### src/rtl/udp_tx_noc_in_parser.sv
// UDP TX NoC input parser.
// Accepts a header flit, a metadata flit and msg_len-1 payload flits from the
// NoC. When the flit count agrees with data_length, it emits one packet header
// followed by the payload beats. When it does not agree, it pulses
// err_len_mismatch and silently drains the remaining flits.
//
// Flit layouts (all fields MSB-aligned within DATA_W):
//   header   : [63:0] routing (ignored) | msg_len[MSG_LEN_W] | msg_type[8] (ignored)
//              | packet_id[32] | timestamp[64] | don't care
//   metadata : src_ip[32] | dst_ip[32] | src_port[16] | dst_port[16]
//              | data_length[16] | don't care
// out_udp_hdr   = {src_port, dst_port, length, chksum}
// out_timestamp = {packet_id, timestamp}
module udp_tx_noc_in_parser #(
  parameter int DATA_W    = 512,
  parameter int MSG_LEN_W = 22,
  localparam int PAD_W    = $clog2(DATA_W / 8)
) (
  input  logic              clk,
  input  logic              rst_n,
  input  logic              noc_in_val,
  input  logic [DATA_W-1:0] noc_in_data,
  output logic              noc_in_rdy,
  output logic              out_hdr_val,
  input  logic              out_hdr_rdy,
  output logic [31:0]       out_src_ip,
  output logic [31:0]       out_dst_ip,
  output logic [63:0]       out_udp_hdr,
  output logic [95:0]       out_timestamp,
  output logic              out_data_val,
  input  logic              out_data_rdy,
  output logic [DATA_W-1:0] out_data,
  output logic              out_data_last,
  output logic [PAD_W-1:0]  out_data_padbytes,
  output logic              err_len_mismatch,
  output logic [31:0]       pkt_cnt
);

  localparam int BYTES = DATA_W / 8;
  localparam int CNT_W = MSG_LEN_W + 1;

  // Header flit field positions
  localparam int HDR_ML_MSB  = DATA_W - 64 - 1;
  localparam int HDR_PID_MSB = HDR_ML_MSB - MSG_LEN_W - 8;
  localparam int HDR_TS_MSB  = HDR_PID_MSB - 32;

  // Metadata flit field positions
  localparam int MD_SIP_MSB = DATA_W - 1;
  localparam int MD_DIP_MSB = DATA_W - 33;
  localparam int MD_SP_MSB  = DATA_W - 65;
  localparam int MD_DP_MSB  = DATA_W - 81;
  localparam int MD_DL_MSB  = DATA_W - 97;

  typedef enum logic [2:0] {
    ST_HDR,
    ST_META,
    ST_CHECK,
    ST_EMIT_HDR,
    ST_DATA,
    ST_DRAIN
  } state_e;

  state_e               state_q, state_d;
  logic                 live_q;
  logic [CNT_W-1:0]     flits_rem_q, flits_rem_d;
  logic [31:0]          pkt_cnt_q, pkt_cnt_d;
  logic [MSG_LEN_W-1:0] msg_len_q;
  logic [31:0]          pkt_id_q;
  logic [63:0]          ts_q;
  logic [31:0]          src_ip_q, dst_ip_q;
  logic [15:0]          src_port_q, dst_port_q;
  logic [15:0]          data_len_q;
  logic                 hdr_ld, meta_ld;

  logic [CNT_W-1:0]     exp_flits;
  logic [CNT_W-1:0]     len_m1;
  logic                 len_ok;
  logic [PAD_W-1:0]     tail_bytes;
  logic [PAD_W-1:0]     pad_last;

  assign exp_flits  = CNT_W'((32'(data_len_q) + 32'(BYTES - 1)) / 32'(BYTES));
  assign len_m1     = CNT_W'(msg_len_q) - CNT_W'(1);
  assign len_ok     = (msg_len_q != '0) && (exp_flits == len_m1);
  assign tail_bytes = PAD_W'(32'(data_len_q) % 32'(BYTES));
  assign pad_last   = (tail_bytes == '0) ? '0 : PAD_W'(32'(BYTES) - 32'(tail_bytes));

  assign out_src_ip    = src_ip_q;
  assign out_dst_ip    = dst_ip_q;
  assign out_udp_hdr   = {src_port_q, dst_port_q, data_len_q + 16'd8, 16'h0000};
  assign out_timestamp = {pkt_id_q, ts_q};
  assign out_data      = noc_in_data;
  assign pkt_cnt       = pkt_cnt_q;

  // State, counters and post-reset ready enable
  always_ff @(posedge clk or negedge rst_n) begin
    if (!rst_n) begin
      state_q     <= ST_HDR;
      live_q      <= 1'b0;
      flits_rem_q <= '0;
      pkt_cnt_q   <= '0;
    end else begin
      state_q     <= state_d;
      live_q      <= 1'b1;
      flits_rem_q <= flits_rem_d;
      pkt_cnt_q   <= pkt_cnt_d;
    end
  end

  // Capture header and metadata fields on their flit transfers
  always_ff @(posedge clk or negedge rst_n) begin
    if (!rst_n) begin
      msg_len_q  <= '0;
      pkt_id_q   <= '0;
      ts_q       <= '0;
      src_ip_q   <= '0;
      dst_ip_q   <= '0;
      src_port_q <= '0;
      dst_port_q <= '0;
      data_len_q <= '0;
    end else begin
      if (hdr_ld) begin
        msg_len_q <= noc_in_data[HDR_ML_MSB -: MSG_LEN_W];
        pkt_id_q  <= noc_in_data[HDR_PID_MSB -: 32];
        ts_q      <= noc_in_data[HDR_TS_MSB -: 64];
      end
      if (meta_ld) begin
        src_ip_q   <= noc_in_data[MD_SIP_MSB -: 32];
        dst_ip_q   <= noc_in_data[MD_DIP_MSB -: 32];
        src_port_q <= noc_in_data[MD_SP_MSB -: 16];
        dst_port_q <= noc_in_data[MD_DP_MSB -: 16];
        data_len_q <= noc_in_data[MD_DL_MSB -: 16];
      end
    end
  end

  // Next-state logic and handshake outputs
  always_comb begin
    state_d           = state_q;
    flits_rem_d       = flits_rem_q;
    pkt_cnt_d         = pkt_cnt_q;
    hdr_ld            = 1'b0;
    meta_ld           = 1'b0;
    noc_in_rdy        = 1'b0;
    out_hdr_val       = 1'b0;
    out_data_val      = 1'b0;
    out_data_last     = 1'b0;
    out_data_padbytes = '0;
    err_len_mismatch  = 1'b0;

    case (state_q)
      ST_HDR: begin
        // Ready is held off until the first clock edge after reset release
        noc_in_rdy = live_q;
        if (noc_in_val && live_q) begin
          hdr_ld  = 1'b1;
          state_d = ST_META;
        end
      end
      ST_META: begin
        noc_in_rdy = 1'b1;
        if (noc_in_val) begin
          meta_ld = 1'b1;
          state_d = ST_CHECK;
        end
      end
      ST_CHECK: begin
        if (len_ok) begin
          flits_rem_d = exp_flits;
          state_d     = ST_EMIT_HDR;
        end else begin
          err_len_mismatch = 1'b1;
          if (msg_len_q == '0 || len_m1 == '0) begin
            flits_rem_d = '0;
            state_d     = ST_HDR;
          end else begin
            flits_rem_d = len_m1;
            state_d     = ST_DRAIN;
          end
        end
      end
      ST_EMIT_HDR: begin
        out_hdr_val = 1'b1;
        if (out_hdr_rdy) begin
          pkt_cnt_d = pkt_cnt_q + 32'd1;
          state_d   = (flits_rem_q == '0) ? ST_HDR : ST_DATA;
        end
      end
      ST_DATA: begin
        out_data_val      = noc_in_val;
        noc_in_rdy        = out_data_rdy;
        out_data_last     = (flits_rem_q == CNT_W'(1));
        out_data_padbytes = out_data_last ? pad_last : '0;
        if (noc_in_val && out_data_rdy) begin
          flits_rem_d = flits_rem_q - CNT_W'(1);
          if (out_data_last) begin
            state_d = ST_HDR;
          end
        end
      end
      ST_DRAIN: begin
        noc_in_rdy = 1'b1;
        if (noc_in_val) begin
          flits_rem_d = flits_rem_q - CNT_W'(1);
          if (flits_rem_q == CNT_W'(1)) begin
            state_d = ST_HDR;
          end
        end
      end
      default: state_d = ST_HDR;
    endcase
  end

endmodule

### config.mk
export PLATFORM = sky130hd
export DESIGN_NAME = udp_tx_noc_in_parser
export DESIGN_NICKNAME = d
export VERILOG_FILES = /design/src/rtl/udp_tx_noc_in_parser.sv
export SDC_FILE = /design/constraint.sdc
export NUM_CORES = 1
export LEC_CHECK = 0
export BUFFER_PORTS_ARGS = -buffer_cell sky130_fd_sc_hd__buf_2
export CAP_MARGIN = 10
export CORE_AREA = 2 2 501 503
export CTS_CLUSTER_DIAMETER = 30
export DETAILED_ROUTE_END_ITERATION = 8
export DIE_AREA = 0 0 503 505
export HOLD_SLACK_MARGIN = 0.15
export PLACE_DENSITY = 0.3
export SETUP_SLACK_MARGIN = 0.5
export SLEW_MARGIN = 20
export SYNTH_ARGS = -nofsm -noshare
export SYNTH_HDL_FRONTEND = slang
export SYNTH_SLANG_ARGS = --single-unit
export TNS_END_PERCENT = 5
### constraint.sdc
create_clock -name clk -period 5.5 [get_ports clk]
set_input_delay 1.1 -clock clk [delete_from_list [all_inputs] [get_ports clk]]
set_output_delay 1.1 -clock clk [all_outputs]
set_load 0.02 [all_outputs]
==> Implementation_results.wiki, run 1 <==
{| class="wikitable"
! Metric !! Value
|-
| Outcome || finished, final reports clean
|-
| Share of total power in the clock network || 0.383
|-
| DIE AREA || 254000 µm²
|-
| Post-route setup TNS || 0 ps
|-
| Flop-to-flop setup slack || 1680 ps
|-
| Area of the core region || 248000 µm²
|-
| Dominant register cell in the synthesized netlist || dfrtp_1
|-
| Setup repair after global routing missed its margin || no
|-
| Skew final || 69.2 ps
|-
| Relative contribution of combinational cells to total power || 0.343
|-
| Chain of cells forming the critical path || or4_4 -> or3_1 -> xnor2_1 -> xnor2_1 -> or3_1 -> nor4_4 -> nor2_1 -> buf_2
|-
| Worst slew margin relative to its limit || 0.308
|-
| CTS tree || done
|-
| Leading cell type in the layout, fill and taps excluded || buf_2
|-
| Antenna violations before repair || 29
|-
| Starting density of the core || 0.0687
|-
| Power density over the cells || 603 nW/µm²
|-
| Worst setup path category || reg2out
|-
| Post-DP HPWL || 96.5 mm
|-
| Placed Instances || 4992
|-
| Worst-Margin Slew || about 1000 ps
|-
| Overall Global Routing Usage || 0.0851
|-
| CTS buffer count || 95
|-
| Number of endpoints with negative hold slack in the final report || 0
|-
| Endpoint of the most critical setup path || err_len_mismatch
|-
| DRC violation total after the first TritonRoute iteration || 362
|-
| Clock Pin Slew Worst Setup and Hold Paths || 50 ps
|-
| Final critical path time including I/O delays and setup || between 4000 and 5000 ps
|-
| Element type at the critical path end || output port
|-
| DRC || 0
|-
| Worst vdd rail ir drop || roughly 0.4 mV
|-
| Cell with the largest stage delay on the worst path || or4_4
|-
| First-pass GRT wire length || 140 mm
|-
| Arrival time reported for the critical path endpoint || 3670 ps
|-
| Final Cycle Share || 0.868
|-
| Num Clock Sinks || 289
|-
| Synth-to-Final Area Change || 39.8%
|-
| Number of setup violations in the final report || 0
|-
| CP max FO || 11
|-
| Adder-cell share of the synthesized area || 0.00807
|-
| Synth Cell Area || 17000 µm²
|-
| Mapped Avg Cell Area || 10.8 µm²
|-
| Dominant combinational cell family by area after synthesis || buffers and inverters
|-
| Compound-Gate Fraction of Synth Area || 0.0452
|-
| Most frequent cells in the layout || buf_2, dfrtp_1, mux2_2, clkbuf_16, nand2_1
|-
| Remaining global-route overflow || 0
|-
| Largest stage delay, worst path || 670 ps
|-
| Mux contribution to synthesized area || 0.148
|-
| Start of the worst register-to-register path || msg_len_q[1]
|-
| Highest Clock Rate || 210 MHz
|-
| Endpoint required time on the critical path || 4400 ps
|-
| Floorplan row count || 183
|-
| Weighted congestion reported at the end of routability-driven placement || approximately 0.80
|-
| H-Tree Depth || 3
|-
| MaxCap Viol Count || 0
|-
| Sequential cell area fraction in the yosys report || 0.424
|-
| Net Sw Power || approximately 5.5 mW
|-
| Synth warn || 0
|-
| Layout cells sized above 1 || 0.571
|-
| Cell at the root of the clock tree || clkbuf_16
|-
| Number of top-level design ports || 1296
|-
| Maximum number of pins on one net before global-route repair || 110
|-
| Deepest clock path buffer count || 3
|-
| Synthesized instance count || 1583
|-
| Critical register-to-register path endpoint || flits_rem_q[19]
|-
| First element of the critical path || msg_len_q[4]
|-
| Fin worst setup slack || 728 ps
|-
| Net count of the finished layout || 2289
|-
| Sum of internal, switching and leakage power || between 10 and 15 mW
|-
| Number of non-filler instances in the completed layout || 5188
|-
| Worst min-delay path class || in2async
|-
| R2r worst-path depth || 10
|-
| Static leakage power || 9.78 nW
|-
| Number of buffers inserted by port buffering || 635
|-
| Switching portion of total power || 0.381
|-
| Area fraction in and, or, nand and nor cells after synthesis || 0.0829
|-
| Number of flops mapped to enable cells by yosys || 0
|-
| Post-synthesis cell type count || 63
|-
| Y dimension of the die || 505 µm
|-
| Drt first pass iters || 6
|-
| Number of register bits inferred by synthesis || 289
|-
| Proportion of register bits with asynchronous set or reset after synthesis || 1.00
|-
| Routed length per placed instance || 21.7 µm
|-
| Startpoint kind of the worst setup timing path || flop
|-
| Placement-stage worst setup slack || 905 ps
|-
| Post-detailed-routing wire length || 112 mm
|-
| Proportion of power drawn by flip-flops and latches || 0.274
|-
| Clock insertion delay at the later pin of the skew report || 710 ps
|-
| Vias in the first global route || 13100
|-
| Width of the die || 503 µm
|-
| Routed via count divided by cell count || between 2 and 2.5
|-
| DR vias || ~12000
|-
| Pins Over Slew Limit || 0
|-
| Internal Dissipation || 8.90 mW
|-
| Post-route antenna net violation count || 0
|-
| Post-synthesis xor/xnor area fraction || 0.0423
|}
[state kept, by name (all words and copies together), names as in the netlist]
register / cells
ts_q: 64
out_dst_ip: 32
out_src_ip: 32
pkt_cnt: 32
pkt_id_q: 32
flits_rem_q: 23
msg_len_q: 22
data_len_q: 16
dst_port_q: 16
src_port_q: 16
state_q: 3
live_q: 1
[final cells by class]
class                   count  area (µm²)
fillers                 28900      224000
inverters                  15        56.3
flip-flops and latches    289        7230
well taps                3330        4170
multi-input cells         715        5700
clock buffers             133        2740
clock inverters            43         581
diodes                     18        45.0
repair buffers            645        3310
[through the flow]
stage	instance area, µm²	hold slack [ps]	utilization
CTS	23800	278	0.0957
global route	23800	335	0.0960
finish	23800	364	0.0960
detailed placement	20400	462	0.0822
global placement	20400	465	0.0822
floorplan	17100	455	-
[power by group through the flow]
stage                     sequential, mW  clock [mW]  combinational, mW
after floorplan                     4.60           0               2.80
after global placement              3.94           0               5.03
after detailed placement            3.94           0               5.03
after CTS                           3.96        5.72               5.03
after global routing                4.11        5.82               5.33
final                               3.94        5.51               4.93
[cells by family after synthesis]
kind of cell,after synthesis
AOI/OAI and AO/OA,122
xor gates and xnor gates,77
adders and majority gates,11
buffers and inverters,594
DFF,289
muxes,225
other,2
and+or+nand+nor,263
[worst min-delay path by stage]
stage / end / depth (start not counted) / slack [ps] / start
CTS: out_dst_ip[7] / 1 / 280 / rst_n
floorplan: flits_rem_q[13] / 2 / 450 / flits_rem_q[13]
detailed placement: pkt_cnt[31] / 1 / 460 / pkt_cnt[31]
finish: out_dst_ip[7] / 1 / 360 / rst_n
global placement: pkt_cnt[31] / 1 / 460 / pkt_cnt[31]
global route: out_dst_ip[2] / 1 / 330 / rst_n
[synthesized netlist by cell type (all sizes together), types with 4 or more instances]
cell,instances,share of area
or2,5,0.0018
a211oi,11,0.0048
buf,539,0.24
dfrtp,289,0.42
clkbuf,40,0.0088
and2,6,0.0022
nand4,9,0.0033
o21ai,39,0.011
o31a,4,0.0021
nand2b,6,0.0022
ha,11,0.0081
nand2,62,0.014
or4,11,0.0055
nand3,24,0.0070
and3,12,0.0044
a21oi,31,0.0091
xnor2,53,0.027
xor2,22,0.012
or3,13,0.0048
mux2,223,0.15
o221ai,6,0.0031
a311oi,4,0.0021
nor3,25,0.0073
nor2,48,0.012
inv,15,0.0033
nor3b,6,0.0026
nor2b,7,0.0026
nor4,16,0.0071
[timing repair]
item	CTS	global route
hold buffers	0	0
hold endpoints to repair	0	0
setup endpoints to repair	1	1
setup buffers	1	1
resized for setup	6	4
pin swaps	1	1
gates cloned	0	0
[critical path, delay by kind of cell, from the launching register on]
kind                      cells  cell delay, ps
and+or+nand+nor               5            1870
DFF                           1             520
xor gates and xnor gates      2             360
buffers and inverters         1             200
[per-layer routing]
| layer | GRT usage | share of wire | vias up | wire length (µm) |
|---|---|---|---|---|
| li1 | - | - | 5232 | - |
| met1 | 0.0469 | 0.19 | 5607 | 21800 |
| met2 | 0.162 | 0.53 | 1019 | 60100 |
| met3 | 0.0746 | 0.20 | 335 | 22600 |
| met4 | 0.0558 | 0.070 | 10 | 7900 |
| met5 | 0 | 0.00056 | - | 63 |
(Power assumes the default switching activity.)
==> inputs of run 2 (changes only) <==
--- a/config.mk
+++ b/config.mk
@@ -5,12 +5,13 @@
 export SDC_FILE = /design/constraint.sdc
 export NUM_CORES = 1
 export LEC_CHECK = 0
+export ABC_AREA = 1
 export BUFFER_PORTS_ARGS = -buffer_cell sky130_fd_sc_hd__buf_2
 export CAP_MARGIN = 10
-export CORE_AREA = 2 2 501 503
+export CORE_AREA = 2 2 498 500
 export CTS_CLUSTER_DIAMETER = 30
 export DETAILED_ROUTE_END_ITERATION = 8
-export DIE_AREA = 0 0 503 505
+export DIE_AREA = 0 0 500 502
 export HOLD_SLACK_MARGIN = 0.15
 export PLACE_DENSITY = 0.3
 export SETUP_SLACK_MARGIN = 0.5
==> run 2 against run 1 <==
- routed wire length is 8.2% higher
- clock-buffer cell count is 3 lower
- clock power hardly changed
- synthesized cell count is 21% higher
- critical path type unchanged
- cell count is 4.2% higher
- fmax is 16% higher
==> Implementation_results.wiki, run 2 <==
{| class="wikitable"
! Metric !! Value
|-
| Number of non-filler instances in the completed layout || 5404
|-
| Cell with the largest stage delay on the worst path || dfrtp_1
|-
| Post-route antenna net violation count || 0
|-
| DR vias || 13600
|-
| Footprint of the multi-input gates || a little over 6000 µm²
|-
| Floorplan row count || 182
|-
| Fill cells || 28300
|-
| Proportion of power drawn by flip-flops and latches || 0.248
|-
| Post-route design area || 24400 µm²
|-
| Post-DP HPWL || 106 mm
|-
| Number of buffers inserted by port buffering || roughly 640
|-
| CTS tree || done
|-
| Routed via count divided by cell count || 2.51
|-
| Synthesized instance count || around 1900
|-
| Static leakage power || 10.8 nW
|-
| Number of flops mapped to enable cells by yosys || 0
|-
| Worst setup path category || reg2out
|-
| Top-count cell post-synth || buf_4
|-
| Power density over the cells || slightly above 600 nW/µm²
|-
| Sequential Area || 7230 µm²
|-
| Post-synthesis cell type count || 45
|-
| Weighted congestion reported at the end of routability-driven placement || approximately 0.86
|-
| Cells resized by post-CTS repair || 0
|-
| Placed Instances || 5220
|-
| Net Sw Power || 6.21 mW
|-
| Sequential cell area fraction in the yosys report || 0.405
|-
| Worst vdd rail ir drop || around 0.31 mV
|-
| CP dominant cell by count || nand2_1
|-
| Synth Cell Area || 17800 µm²
|-
| Top cells by area in the synthesized netlist || dfrtp_1, buf_4, mux2_2, nand2_1, nor2_1
|-
| Number of setup violations in the final report || 0
|-
| Chain of cells forming the critical path || inv_2 -> ha_1 -> nand3_2 -> nor2_2 -> nand2_1 -> nand2_1 -> nand2_1 -> nand2_1 -> nor2_1 -> nand3_1 -> nor2_1 -> a21oi_1 -> buf_2
|-
| Most frequent cells in the layout || buf_2, dfrtp_1, nand2_1, mux2_2, nor2_1
|-
| Starting density of the core || 0.0728
|-
| R2r worst-path depth || 14
|-
| Switching portion of total power || 0.410
|-
| Dominant register cell in the synthesized netlist || dfrtp_1
|-
| Cell at the root of the clock tree || clkbuf_16
|-
| Worst-Margin Slew || 797 ps
|-
| Top cell type by total area after synthesis || dfrtp_1
|-
| Post-route setup TNS || 0 ps
|-
| Synth-to-Final Area Change || 37.0%
|-
| Y dimension of the die || 502 µm
|-
| Area of the core region || ~250000 µm²
|-
| Worst slew margin relative to its limit || 0.468
|-
| Number of endpoints with negative hold slack in the final report || 0
|-
| Worst min-delay path class || in2async
|-
| CTS buffer count || 95
|-
| Skew final || 98.4 ps
|-
| Drt first pass iters || 5
|-
| DIE AREA || roughly 250000 µm²
|-
| Share of total power in the clock network || 0.363
|-
| Internal Dissipation || 8.95 mW
|-
| Leading cell type in the layout, fill and taps excluded || buf_2
|-
| Proportion of register bits with asynchronous set or reset after synthesis || 1.00
|-
| Layout cells sized above 1 || 0.491
|-
| Endpoint required time on the critical path || approximately 4400 ps
|-
| Top cells by count, synth || buf_4, dfrtp_1, nand2_1
|-
| Pins Over Slew Limit || 0
|-
| Deepest clock path buffer count || 3
|-
| Number of flip-flops in the largest register || 64
|-
| Num Clock Sinks || 289
|-
| Fin worst setup slack || 1390 ps
|-
| DRC violation total after the first TritonRoute iteration || 442
|-
| Mapped Avg Cell Area || 9.35 µm²
|-
| H-Tree Depth || 3
|-
| Register bank with the most flops || ts_q
|-
| Post-detailed-routing wire length || 122 mm
|-
| Hold_ws || 430 ps
|-
| Setup repair after global routing missed its margin || no
|-
| Clock insertion delay at the later pin of the skew report || 710 ps
|-
| DRC || 0
|-
| Overall Global Routing Usage || 0.0932
|-
| Remaining global-route overflow || 0
|-
| Routed length per placed instance || 22.5 µm
|-
| CP max FO || 8
|-
| Placed cell area || 21100 µm²
|-
| Final critical path time including I/O delays and setup || approximately 4000 ps
|-
| Arrival time reported for the critical path endpoint || 3010 ps
|-
| Outcome || finished, final reports clean
|-
| Antenna violations before repair || 24
|-
| Relative contribution of combinational cells to total power || 0.389
|-
| Placement-stage worst setup slack || between 1500 and 2000 ps
|-
| Clock Pin Slew Worst Setup and Hold Paths || around 40 ps
|-
| Sum of internal, switching and leakage power || around 15 mW
|-
| Post-route core utilization || 0.0997
|-
| Number of register bits inferred by synthesis || approximately 290
|-
| Number of top-level design ports || 1296
|-
| First-pass GRT wire length || 152 mm
|-
| Levels on crit path || 13
|-
| Width of the die || 500 µm
|-
| Net count of the finished layout || 2625
|-
| Buffers and inverters on the worst path || 2
|-
| Number of buffers inserted by post-CTS setup repair || 0
|-
| Cts-stage hold buffer count || 0
|-
| Synth warn || 0
|-
| Element type at the critical path end || output port
|-
| Vias in the first global route || approximately 14000
|-
| Maximum number of pins on one net before global-route repair || 94
|-
| Final Cycle Share || 0.747
|-
| Highest Clock Rate || approximately 240 MHz
|-
| Startpoint kind of the worst setup timing path || flop
|-
| Largest stage delay, worst path || approximately 380 ps
|-
| MaxCap Viol Count || 0
|-
| Area share of the leading cell type in the synthesized netlist || 0.405
|-
| Largest delay share family, worst path || simple AND/OR/NAND/NOR gates
|}
## run 2: power groups by stage
| stage | clock, mW | combinational, mW | sequential (mW) |
|---|---|---|---|
| after floorplan | 0 | 3.26 | 4.58 |
| after global placement | 0 | 6.11 | 3.77 |
| after detailed placement | 0 | 6.09 | 3.78 |
| after CTS | 5.72 | 6.10 | 3.78 |
| after global routing | 5.81 | 6.48 | 3.91 |
| final | 5.50 | 5.89 | 3.76 |
## run 2: cell type report
| cell class | instances | share of cell area |
|---|---|---|
| Sequential cell | 289 | 0.296 |
| Timing Repair Buffer | 646 | 0.136 |
| Antenna cell | 10 | 0.00102 |
| Tap cell | 3220 | 0.165 |
| Inverter | 120 | 0.0184 |
| Multi-Input combinational cell | 945 | 0.249 |
| Clock buffer | 130 | 0.109 |
| Clock inverter | 44 | 0.0258 |
## run 2: kinds of logic after synthesis
logic type | share of synthesized area
xor+xnor | 0.0258
mux | 0.122
buf+inv | 0.258
simple gates | 0.149
other cells | 0.000421
flops | 0.405
fa+ha+maj | 0.00771
compound gates | 0.0316
## run 2: layer usage
metal | routed length [µm] | GRT usage | vias up
met1 | 26300 | 0.0567 | 6235
met4 | 6810 | 0.0515 | 4
met5 | 24 | 0 | -
met3 | 22100 | 0.0756 | 263
met2 | 66500 | 0.181 | 1060
li1 | - | - | 6023
## run 2: worst paths after layout
path	from	end	slack, ps
worst max-delay path	msg_len_q[0]	err_len_mismatch	1390
worst min-delay path	rst_n	pkt_id_q[13]	430
worst max register to register	flits_rem_q[0]	state_q[2]	2820
worst min register to register	flits_rem_q[1]	flits_rem_q[1]	490
max in group asynchronous	rst_n	ts_q[29]	3900
min in group clk	flits_rem_q[1]	flits_rem_q[1]	490
==> inputs of run 3 (changes only) <==
==> constraint.sdc (replaced) <==
create_clock -name clk -period 3.5 [get_ports clk]
set_input_delay 0.7 -clock clk [delete_from_list [all_inputs] [get_ports clk]]
set_output_delay 0.7 -clock clk [all_outputs]
set_load 0.02 [all_outputs]
==> run 3 against run 2 <==
- clock skew fell by 35 ps
- utilization rose by 0.30 points
- setup slack got worse by 1200 ps
- sequential power rose by 59%
- combinational power rose by 66%
- largest power group unchanged
- highest routed layer unchanged
==> Implementation_results.wiki, run 3 (synthesis gave the netlist of run 2 again) <==
{| class="wikitable"
! Metric !! Value
|-
| Outcome || finished, final reports clean
|-
| H-Tree Depth || 3
|-
| Number of cells traversed by the worst hold path || 2
|-
| CTS tree || done
|-
| Endpoint with the worst hold slack || out_dst_ip[13]
|-
| Final critical path time including I/O delays and setup || 3330 ps
|-
| Pins Over Slew Limit || 0
|-
| Number of buffers inserted by port buffering || around 640
|-
| Worst slew margin relative to its limit || 0.434
|-
| Clock insertion delay at the later pin of the skew report || 700 ps
|-
| Layout cells sized above 1 || 0.539
|-
| Source of the worst hold timing path || noc_in_data[461]
|-
| Routed length per placed instance || around 22 µm
|-
| Highest Clock Rate || 301 MHz
|-
| Footprint of the multi-input gates || roughly 6400 µm²
|-
| Largest stage delay, worst path || approximately 400 ps
|-
| Weighted congestion reported at the end of routability-driven placement || ~0.85
|-
| Routed via count divided by cell count || between 2 and 3
|-
| Maximum number of pins on one net before global-route repair || 75
|-
| Start of the worst register-to-register path || msg_len_q[0]
|-
| Worst min-delay path class || in2reg
|-
| Starting density of the core || 0.0728
|-
| R2r worst-path depth || 14
|-
| Deepest clock path buffer count || 3
|-
| Num Clock Sinks || 289
|-
| DR vias || approximately 14000
|-
| Number of flip-flops in the largest register || 64
|-
| Post-DP HPWL || 107 mm
|-
| Register bank with the most flops || ts_q
|-
| Number of endpoints with negative hold slack in the final report || 0
|-
| Clock Pin Slew Worst Setup and Hold Paths || 40 ps
|-
| Final Cycle Share || 0.951
|-
| Post-route antenna net violation count || 0
|-
| DRC || 0
|-
| Critical register-to-register path endpoint || flits_rem_q[2]
|-
| Width of the die || 500 µm
|-
| Flop-to-flop setup slack || 930 ps
|-
| Leading cell type in the layout, fill and taps excluded || buf_2
|-
| Startpoint kind of the worst setup timing path || flop
|-
| CP dominant cell by count || nor2_4
|-
| DRC violation total after the first TritonRoute iteration || 402
|-
| First-pass GRT wire length || 153 mm
|-
| Synth-to-Final Area Change || 41.1%
|-
| Cell at the root of the clock tree || clkbuf_16
|-
| Remaining global-route overflow || 0
|-
| DIE AREA || 251000 µm²
|-
| Y dimension of the die || 502 µm
|-
| Fill cells || 28300
|-
| Number of top-level design ports || 1296
|-
| CP max FO || 7
|-
| Antenna violations before repair || 26
|-
| Arrival time reported for the critical path endpoint || 2630 ps
|-
| Setup repair after global routing missed its margin || yes
|-
| Element type at the critical path end || output port
|-
| Endpoint required time on the critical path || approximately 2800 ps
|-
| Post-detailed-routing wire length || between 100 and 150 mm
|-
| Worst setup path category || reg2out
|-
| Area of the core region || between 200000 and 250000 µm²
|-
| Cell with the largest stage delay on the worst path || dfrtp_1
|-
| Floorplan row count || 182
|-
| Overall Global Routing Usage || 0.0937
|-
| Power density over the cells || between 900 and 1000 nW/µm²
|-
| Post-route core utilization || 0.103
|-
| Net count of the finished layout || 2675
|-
| MaxCap Viol Count || 0
|-
| Number of setup violations in the final report || 0
|-
| Sequential Area || ~7300 µm²
|-
| Vias in the first global route || between 10000 and 15000
|-
| Sum of internal, switching and leakage power || roughly 24 mW
|-
| Skew final || 63.5 ps
|-
| Most frequent cells in the layout || buf_2, dfrtp_1, nand2_1, mux2_2, nor2_1
|-
| CTS buffer count || a little over 90
|-
| Worst-Margin Slew || about 850 ps
|-
| Drt first pass iters || 4
|-
| Static leakage power || roughly 11 nW
|-
| Chain of cells forming the critical path || inv_4 -> ha_4 -> nand2_2 -> nor2_4 -> nand2_1 -> nand2_1 -> nand2_2 -> nor2_4 -> nand3_2 -> nor2_4 -> nand2_4 -> nor2_4 -> a21oi_4 -> buf_6
|-
| Worst vdd rail ir drop || 0.476 mV
|}
==> run 3: worst max-delay path by stage <==
stage | from | to | slack (ps) | cells past startpoint
floorplan | flits_rem_q[13] | out_data_padbytes[3] | 760 | 7
global placement | msg_len_q[0] | err_len_mismatch | 370 | 13
detailed placement | msg_len_q[0] | err_len_mismatch | 410 | 14
CTS | msg_len_q[2] | err_len_mismatch | 40 | 13
global route | msg_len_q[0] | err_len_mismatch | -50 | 14
finish | msg_len_q[0] | err_len_mismatch | 170 | 14
==> run 3: area by class of cell <==
class / count / area share
antenna: 15 / 0.00149
clock buffer: 124 / 0.104
clock inverter: 46 / 0.0241
inverter: 120 / 0.0180
multi-input combinational: 945 / 0.253
sequential: 289 / 0.288
tap: 3220 / 0.160
timing repair buffer: 698 / 0.152
==> run 3: timing repair <==
action	in CTS	in global routing
pin swaps	18	22
resized for setup	46	70
setup endpoints to repair	17	20
hold endpoints to repair	63	0
buffers inserted	17	5
hold buffers	3	0
==> run 3: report_power, final <==
group          internal [mW]  switching, mW
logic                   3.59           6.19
registers               4.90           1.09
clock network           5.80           2.69
total                   14.3           9.97
==> run 3: layer usage <==
| metal | vias to the layer above | routed length (µm) | GRT usage |
|---|---|---|---|
| met5 | - | 23 | 0 |
| met4 | 4 | 6920 | 0.0532 |
| met3 | 273 | 21900 | 0.0741 |
| met2 | 1024 | 66800 | 0.182 |
| met1 | 6236 | 26500 | 0.0578 |
| li1 | 6137 | - | - |
==> run 3: critical path: cells and delay by family, from the launching register on <==
family,cells,cell delay (ps)
AO/OA/AOI/OAI,1,90
adder cells (fa/ha/maj),1,170
buffers and inverters,2,230
flip-flops,1,400
AND/OR/NAND/NOR,10,1030
==> run 3: per-stage QoR <==
| step | setup slack [ps] | cell area, µm² | hold slack [ps] | std cells | TNS (ps) |
|---|---|---|---|---|---|
| floorplan | 756 | 17900 | 404 | 1924 | 0 |
| global placement | 365 | 21400 | 472 | 5247 | 0 |
| detailed placement | 405 | 21400 | 479 | 5247 | 0 |
| CTS | 41.2 | 24900 | 151 | 5437 | 0 |
| global route | -48.0 | 25200 | 185 | 5454 | -48.0 |
| finish | 173 | 25200 | 246 | 5457 | 0 |
